<file path="src/rtl/fuzzy_seq_engine.sv">
// ============================================================================
// Module      : fuzzy_seq_engine
// Description : Time-multiplexed min-rule fuzzy evaluator with a writable
//               singleton table and a serial restoring-division defuzzifier.
// Revision    : 1.0
// ============================================================================
`default_nettype none

module fuzzy_seq_engine #(
    parameter  int N_T       = 3,
    parameter  int N_D       = 3,
    parameter  int MU_W      = 16,
    parameter  int G_W       = 8,
    parameter  int DEFAULT_G = 50,
    localparam int NR        = N_T * N_D,
    localparam int AW        = (NR > 1) ? $clog2(NR) : 1,
    localparam int SW_W      = MU_W + AW,
    localparam int SWG_W     = MU_W + G_W + AW
) (
    input  logic                clk,
    input  logic                rst,
    input  logic                in_valid,
    output logic                in_ready,
    input  logic [N_T*MU_W-1:0] mu_t,
    input  logic [N_D*MU_W-1:0] mu_d,
    input  logic [NR-1:0]       rule_en,
    input  logic                g_we,
    input  logic [AW-1:0]       g_waddr,
    input  logic [G_W-1:0]      g_wdata,
    output logic                cfg_err,
    output logic                out_valid,
    input  logic                out_ready,
    output logic [G_W-1:0]      g_out,
    output logic                zero_w
);

    localparam int DCW = $clog2(G_W + 1);

    localparam logic [1:0] S_IDLE = 2'd0;
    localparam logic [1:0] S_ACC  = 2'd1;
    localparam logic [1:0] S_DIV  = 2'd2;
    localparam logic [1:0] S_DONE = 2'd3;

    logic [1:0]          state_q, state_d;
    logic [N_T*MU_W-1:0] mu_t_q, mu_t_d;
    logic [N_D*MU_W-1:0] mu_d_q, mu_d_d;
    logic [NR-1:0]       en_q, en_d;
    logic [G_W-1:0]      g_tab_q [NR];
    logic [AW-1:0]       i_q, i_d, r_q, r_d, c_q, c_d;
    logic [SW_W-1:0]     sw_q, sw_d;
    logic [SWG_W-1:0]    swg_q, swg_d;
    logic [SWG_W-1:0]    rem_q, rem_d;
    logic [SWG_W-1:0]    div_q, div_d;
    logic [G_W-1:0]      quo_q, quo_d;
    logic [DCW-1:0]      dcnt_q, dcnt_d;
    logic [G_W-1:0]      g_out_q, g_out_d;
    logic                zero_w_q, zero_w_d;
    logic                cfg_err_q;

    logic                w_accept;
    logic                w_addr_ok;
    logic                w_wr_ok;
    logic [MU_W-1:0]     w_mt, w_md, w_min;
    logic [SWG_W-1:0]    w_prod;

    assign w_accept  = (state_q == S_IDLE) && in_valid;
    assign w_addr_ok = (32'(g_waddr) < NR);
    assign w_wr_ok   = g_we && (state_q == S_IDLE) && w_addr_ok;

    assign w_mt   = mu_t_q[r_q*MU_W +: MU_W];
    assign w_md   = mu_d_q[c_q*MU_W +: MU_W];
    assign w_min  = (w_mt < w_md) ? w_mt : w_md;
    assign w_prod = SWG_W'(w_min) * SWG_W'(g_tab_q[i_q]);

    // State register
    always_ff @(posedge clk) begin
        if (rst) state_q <= S_IDLE;
        else     state_q <= state_d;
    end

    // Next-state logic
    always_comb begin
        state_d = state_q;
        case (state_q)
            S_IDLE: if (in_valid) state_d = S_ACC;
            S_ACC:  if (i_q == AW'(NR - 1)) state_d = S_DIV;
            S_DIV:  if (dcnt_q == DCW'(G_W)) state_d = S_DONE;
            S_DONE: if (out_ready) state_d = S_IDLE;
            default: state_d = S_IDLE;
        endcase
    end

    // Output logic
    always_comb begin
        in_ready  = (state_q == S_IDLE);
        out_valid = (state_q == S_DONE);
        g_out     = g_out_q;
        zero_w    = zero_w_q;
        cfg_err   = cfg_err_q;
    end

    // Datapath next-state
    always_comb begin
        mu_t_d   = mu_t_q;
        mu_d_d   = mu_d_q;
        en_d     = en_q;
        i_d      = i_q;
        r_d      = r_q;
        c_d      = c_q;
        sw_d     = sw_q;
        swg_d    = swg_q;
        rem_d    = rem_q;
        div_d    = div_q;
        quo_d    = quo_q;
        dcnt_d   = dcnt_q;
        g_out_d  = g_out_q;
        zero_w_d = zero_w_q;
        case (state_q)
            S_IDLE: begin
                if (w_accept) begin
                    mu_t_d = mu_t;
                    mu_d_d = mu_d;
                    en_d   = rule_en;
                    sw_d   = '0;
                    swg_d  = '0;
                    i_d    = '0;
                    r_d    = '0;
                    c_d    = '0;
                end
            end
            S_ACC: begin
                if (en_q[i_q]) begin
                    sw_d  = sw_q + SW_W'(w_min);
                    swg_d = swg_q + w_prod;
                end
                i_d = i_q + 1'b1;
                if (c_q == AW'(N_D - 1)) begin
                    c_d = '0;
                    r_d = r_q + 1'b1;
                end else begin
                    c_d = c_q + 1'b1;
                end
                // Prime the divider from the final sums on the last rule.
                if (i_q == AW'(NR - 1)) begin
                    rem_d  = swg_d;
                    div_d  = SWG_W'(sw_d) << (G_W - 1);
                    quo_d  = '0;
                    dcnt_d = '0;
                end
            end
            S_DIV: begin
                if (dcnt_q != DCW'(G_W)) begin
                    if (rem_q >= div_q) begin
                        rem_d = rem_q - div_q;
                        quo_d = (quo_q << 1) | G_W'(1);
                    end else begin
                        quo_d = quo_q << 1;
                    end
                    div_d  = div_q >> 1;
                    dcnt_d = dcnt_q + 1'b1;
                end else begin
                    zero_w_d = (sw_q == '0);
                    g_out_d  = (sw_q == '0) ? G_W'(DEFAULT_G) : quo_q;
                end
            end
            default: ;
        endcase
    end

    always_ff @(posedge clk) begin
        if (rst) begin
            mu_t_q    <= '0;
            mu_d_q    <= '0;
            en_q      <= '0;
            i_q       <= '0;
            r_q       <= '0;
            c_q       <= '0;
            sw_q      <= '0;
            swg_q     <= '0;
            rem_q     <= '0;
            div_q     <= '0;
            quo_q     <= '0;
            dcnt_q    <= '0;
            g_out_q   <= '0;
            zero_w_q  <= 1'b0;
            cfg_err_q <= 1'b0;
        end else begin
            mu_t_q    <= mu_t_d;
            mu_d_q    <= mu_d_d;
            en_q      <= en_d;
            i_q       <= i_d;
            r_q       <= r_d;
            c_q       <= c_d;
            sw_q      <= sw_d;
            swg_q     <= swg_d;
            rem_q     <= rem_d;
            div_q     <= div_d;
            quo_q     <= quo_d;
            dcnt_q    <= dcnt_d;
            g_out_q   <= g_out_d;
            zero_w_q  <= zero_w_d;
            cfg_err_q <= g_we && !w_wr_ok;
        end
    end

    always_ff @(posedge clk) begin
        if (rst) begin
            for (int k = 0; k < NR; k++) g_tab_q[k] <= '0;
        end else if (w_wr_ok) begin
            g_tab_q[g_waddr] <= g_wdata;
        end
    end

endmodule

`default_nettype wire

</file>
<file path="config.mk">
export PLATFORM = sky130hd
export DESIGN_NAME = fuzzy_seq_engine
export DESIGN_NICKNAME = d
export VERILOG_FILES = /design/src/rtl/fuzzy_seq_engine.sv
export SDC_FILE = /design/constraint.sdc
export NUM_CORES = 1
export LEC_CHECK = 0
export BUFFER_PORTS_ARGS = -buffer_cell sky130_fd_sc_hd__clkbuf_2
export CAP_MARGIN = 20
export CORE_MARGIN = 2
export CORE_UTILIZATION = 52
export CTS_CLUSTER_SIZE = 14
export DETAILED_ROUTE_END_ITERATION = 8
export PLACE_DENSITY = 0.77
export SYNTH_ARGS = -nofsm -noshare
export SYNTH_HDL_FRONTEND = slang
export SYNTH_SLANG_ARGS = --single-unit
</file>
<file path="constraint.sdc">
create_clock -name clk -period 7.7 [get_ports clk]
set_input_delay 0 -clock clk [delete_from_list [all_inputs] [get_ports clk]]
set_output_delay 0 -clock clk [all_outputs]
set_load 0.03 [all_outputs]
</file>
==> key figures <==
Outcome
  – Result of the run: complete, no violations

Logic synthesis
  – Main combinational cell family by area after synthesis: simple AND/OR/NAND/NOR gates
  – Yosys Warn Count: 0
  – Post-synth top area share: 20.9%
  – Synthesized netlist cell count: 2,666
  – Asr flop ratio synth: 0%
  – Xor and xnor fraction of the mapped netlist area: 2.25%
  – Post-synth cell types: 80
  – Synth Area in Compound Gates: 14.0%
  – Post-synthesis share of cell area spent on full adders, half adders and majority gates: 15.3%
  – Fraction of the mapped netlist area in simple logic gates: 18.0%
  – Number of enable-type register cells in the synthesized netlist: 128
  – Synthesis-stage register bit count: 376
  – Sequential fraction of the synthesis area: 37.0%
  – Average footprint of a synthesized cell: 8.92 sq um
  – Synthesized area: 23,800 sq um
  – Most used DFF post-synth: sky130_fd_sc_hd__dfxtp_1
  – Top post-synthesis cells by area: sky130_fd_sc_hd__dfxtp_1 (21%), sky130_fd_sc_hd__edfxtp_1 (16%), sky130_fd_sc_hd__fa_1 (9.1%)
  – Share of synthesized area spent on multiplexers: 7.14%
  – Yosys top cell by area: sky130_fd_sc_hd__dfxtp_1

Timing
  – Count of endpoints failing setup in the final report: 0
  – Crit path time final: 7.51 ns
  – Final Hold Fails: 0
  – Transition time at the pin with the least slew margin: 1.08 ns
  – Setup TNS after final layout: 0 ns
  – Ratio of final minimum period to clock period: 97.5%
  – Fmax: 133 MHz
  – Final count of pins violating max slew: 0
  – Worst clock skew: 0.0193 ns
  – Max-slew headroom: 27.8%

Pwr
  – Leakage: 12.2 nW
  – Maximum VDD drop: 0.215 mV
  – Pwr/cell area: 317 nW/um^2

Critical path
  – Worst path required time: 8.19 ns
  – Maximum fanout encountered on the critical timing path: 8
  – WS Path Type: flip-flop to flip-flop
  – Type of origin of the critical path: flip-flop
  – Internal reg-to-reg setup slack: 0.19 ns
  – Critical path depth: 31
  – Critical path's top delay family: adder cells
  – Number of cell instances on the worst register-to-register path: 31
  – R2R Path End: rem_q[24]
  – Cell at the slowest stage of the critical path: sky130_fd_sc_hd__fa_1
  – Crit-path most repeated cell: sky130_fd_sc_hd__buf_4
  – Setup crit end: rem_q[24]
  – Origin of the worst setup path: c_q[1]
  – Max incr delay on CP: 0.59 ns
  – Startpoint of the lowest-slack register-to-register path: c_q[1]
  – Critical path data arrival time: 7.99 ns
  – Kind of end point of the critical path: flip-flop
  – Buf/Inv on CP: 8

Clock network
  – Max clock buf depth: 3
  – Number of buffers created by CTS: 41
  – Count of H-tree levels built during CTS: 2
  – Root Driver: sky130_fd_sc_hd__clkbuf_16
  – Register clock-pin slew on the reported worst setup and hold paths: 0.06 ns
  – Clock latency on the worst-skew pair: 0.57 ns
  – Clock sink count: 376
  – Clock tree from TritonCTS: yes

Floorplanning
  – Horizontal die dimension: 218 um
  – Initial Util: 52.5%
  – Core region area: 45,300 sq um
  – Io pins: 134
  – DIE AREA: 47,500 sq um
  – Placement Rows: 78
  – Chip height: 218 um

Detailed routing
  – Starting DRC count in detailed routing: 2,116
  – Count of vias placed by the detailed router: 20,910
  – DR pass1 iterations: 8
  – Total routed wirelength: 70.1 mm
  – Vias per Instance: 5.74
  – Routed length per instance: 19.2 um
  – Total DRC errors in the routed layout: 0
  – Antenna-violating nets left: 0

Placed design
  – Number of cells after detailed placement: 3,404
  – GPL Wtd Cong: 0.958
  – Number of input and output port buffers inserted: 133
  – Detail Placement HPWL: 46.6 mm

Finish
  – Area delta synth->final: 21.8%
  – Nets@finish: 3,359
  – Commonest cells after routing, fill and taps aside: sky130_fd_sc_hd__nand2_1 (358), sky130_fd_sc_hd__nor2_1 (287), sky130_fd_sc_hd__inv_1 (246)
  – Number of cells in the finished layout apart from fillers: 3,643
  – Share of cells above drive strength 1: 14.9%
  – Most common cell after layout, fill and taps aside: sky130_fd_sc_hd__nand2_1

Flow run
  – Number of maximum-capacitance violations: 0

Min path
  – Hold/Removal Path Class: input port to flip-flop

Global route
  – Global-route wire length before repair: 110 mm
  – Total track usage: 29.2%
  – Total grt overflow: 0
  – Number of antenna violations at the first check in global routing: 4
  – Maximum number of pins on one net before global-route repair: 107
  – Vias in the first global route: 20,507
[cells by family after synthesis]
group	Yosys count
AND/OR/NAND/NOR	953
AO/OA/AOI/OAI	541
buffers and inverters	389
flip-flops	376
adder cells (fa/ha/maj)	226
multiplexers	119
XOR/XNOR	61
other	1
[report_power, final]
| group | internal [W] | switching (W) |
|---|---|---|
| Sequential | 0.00226 | 0.000132 |
| Combinational | 0.00194 | 0.00282 |
| Clock | 0.00121 | 0.000836 |
| Total | 0.00540 | 0.00378 |
[state kept, by name, summed over array words and instances (netlist names), named ones only]
signal	count
c_q	4
cfg_err	1
dcnt_q	4
div_q	27
en_q	9
g_out	8
g_tab_q	128
i_q	4
mu_d_q	48
mu_t_q	48
quo_q	8
r_q	4
rem_q	28
state_q	2
sw_q	20
swg_q	28
zero_w	1
[worst min-delay path by stage]
| stage | start | to | slack (ns) | cells past startpoint |
|---|---|---|---|---|
| after floorplan | g_wdata[0] | g_tab_q[10][0] | 0.1 | 0 |
| after global placement | rule_en[4] | en_q[4] | 0.22 | 3 |
| after detailed placement | mu_d[0] | mu_d_q[0] | 0.23 | 3 |
| after CTS | g_waddr[0] | g_tab_q[4][1] | 0.04 | 3 |
| after global routing | g_waddr[0] | g_tab_q[4][1] | 0.1 | 3 |
| final | in_valid | c_q[2] | 0.09 | 5 |
[synth_stat cells (18+ instances only)]
library cell,number
sky130_fd_sc_hd__a211oi_1,26
sky130_fd_sc_hd__a21o_1,18
sky130_fd_sc_hd__a21oi_1,227
sky130_fd_sc_hd__a22oi_1,44
sky130_fd_sc_hd__a31oi_1,18
sky130_fd_sc_hd__and2_1,100
sky130_fd_sc_hd__clkbuf_1,114
sky130_fd_sc_hd__dfxtp_1,248
sky130_fd_sc_hd__edfxtp_1,128
sky130_fd_sc_hd__fa_1,108
sky130_fd_sc_hd__ha_1,118
sky130_fd_sc_hd__inv_1,253
sky130_fd_sc_hd__mux2i_1,59
sky130_fd_sc_hd__mux4_2,36
sky130_fd_sc_hd__nand2_1,359
sky130_fd_sc_hd__nand2b_1,43
sky130_fd_sc_hd__nand3_1,18
sky130_fd_sc_hd__nor2_1,295
sky130_fd_sc_hd__nor3_1,44
sky130_fd_sc_hd__o21ai_0,92
sky130_fd_sc_hd__xnor2_1,31
sky130_fd_sc_hd__xor2_1,30
[worst min-delay path: stages]
cell and delay, ns:
sky130_fd_sc_hd__clkbuf_2 0.13, sky130_fd_sc_hd__nand2_4 0.07, sky130_fd_sc_hd__o21a_1 0.13, sky130_fd_sc_hd__a21oi_1 0.11, sky130_fd_sc_hd__nor3_1 0.17
[cell type report]
type                            instances  area (sq um)
Fill cell                            3500         16300
Inverter                              255           962
Clock buffer                           49          1090
Clock inverter                         22           278
Multi-Input combinational cell       1956         14100
Timing Repair Buffer                  381          2980
Sequential cell                       376          8810
Tap cell                              600           751
Antenna cell                            4          10.0
[through the flow]
step | power [W] | setup slack, ns | hold WS (ns) | area, sq um | util (%)
global placement | 0.00645 | -0.160 | 0.224 | 25600 | 56.5
CTS | 0.00869 | 0.00184 | 0.0435 | 28400 | 62.7
floorplan | 0.00535 | 0.0103 | 0.0989 | 24000 | -
finish | 0.00919 | 0.194 | 0.0909 | 29000 | 64.0
global route | 0.00970 | -0.122 | 0.0993 | 29000 | 64.0
detailed placement | 0.00653 | -0.210 | 0.228 | 25600 | 56.5
[repair_timing]
| item | CTS | global route |
|---|---|---|
| hold buffers | 140 | 0 |
| setup endpoints to repair | 9 | 23 |
| gates cloned | 0 | 1 |
| pin swaps | 1 | 39 |
| buffers inserted | 0 | 23 |
| resized for setup | 14 | 100 |
| endpoints found under the hold margin | 264 | 0 |
[layer usage]
metal | up-vias | GRT usage, % | share of wire (%)
met1 | 10046 | 38.4 | 41
met2 | 986 | 48.1 | 47
met3 | 183 | 3.96 | 7.2
met4 | 0 | 13.2 | 4.5
met5 | - | 0 | 0
li1 | 9695 | - | -
(Power assumes the default switching activity.)
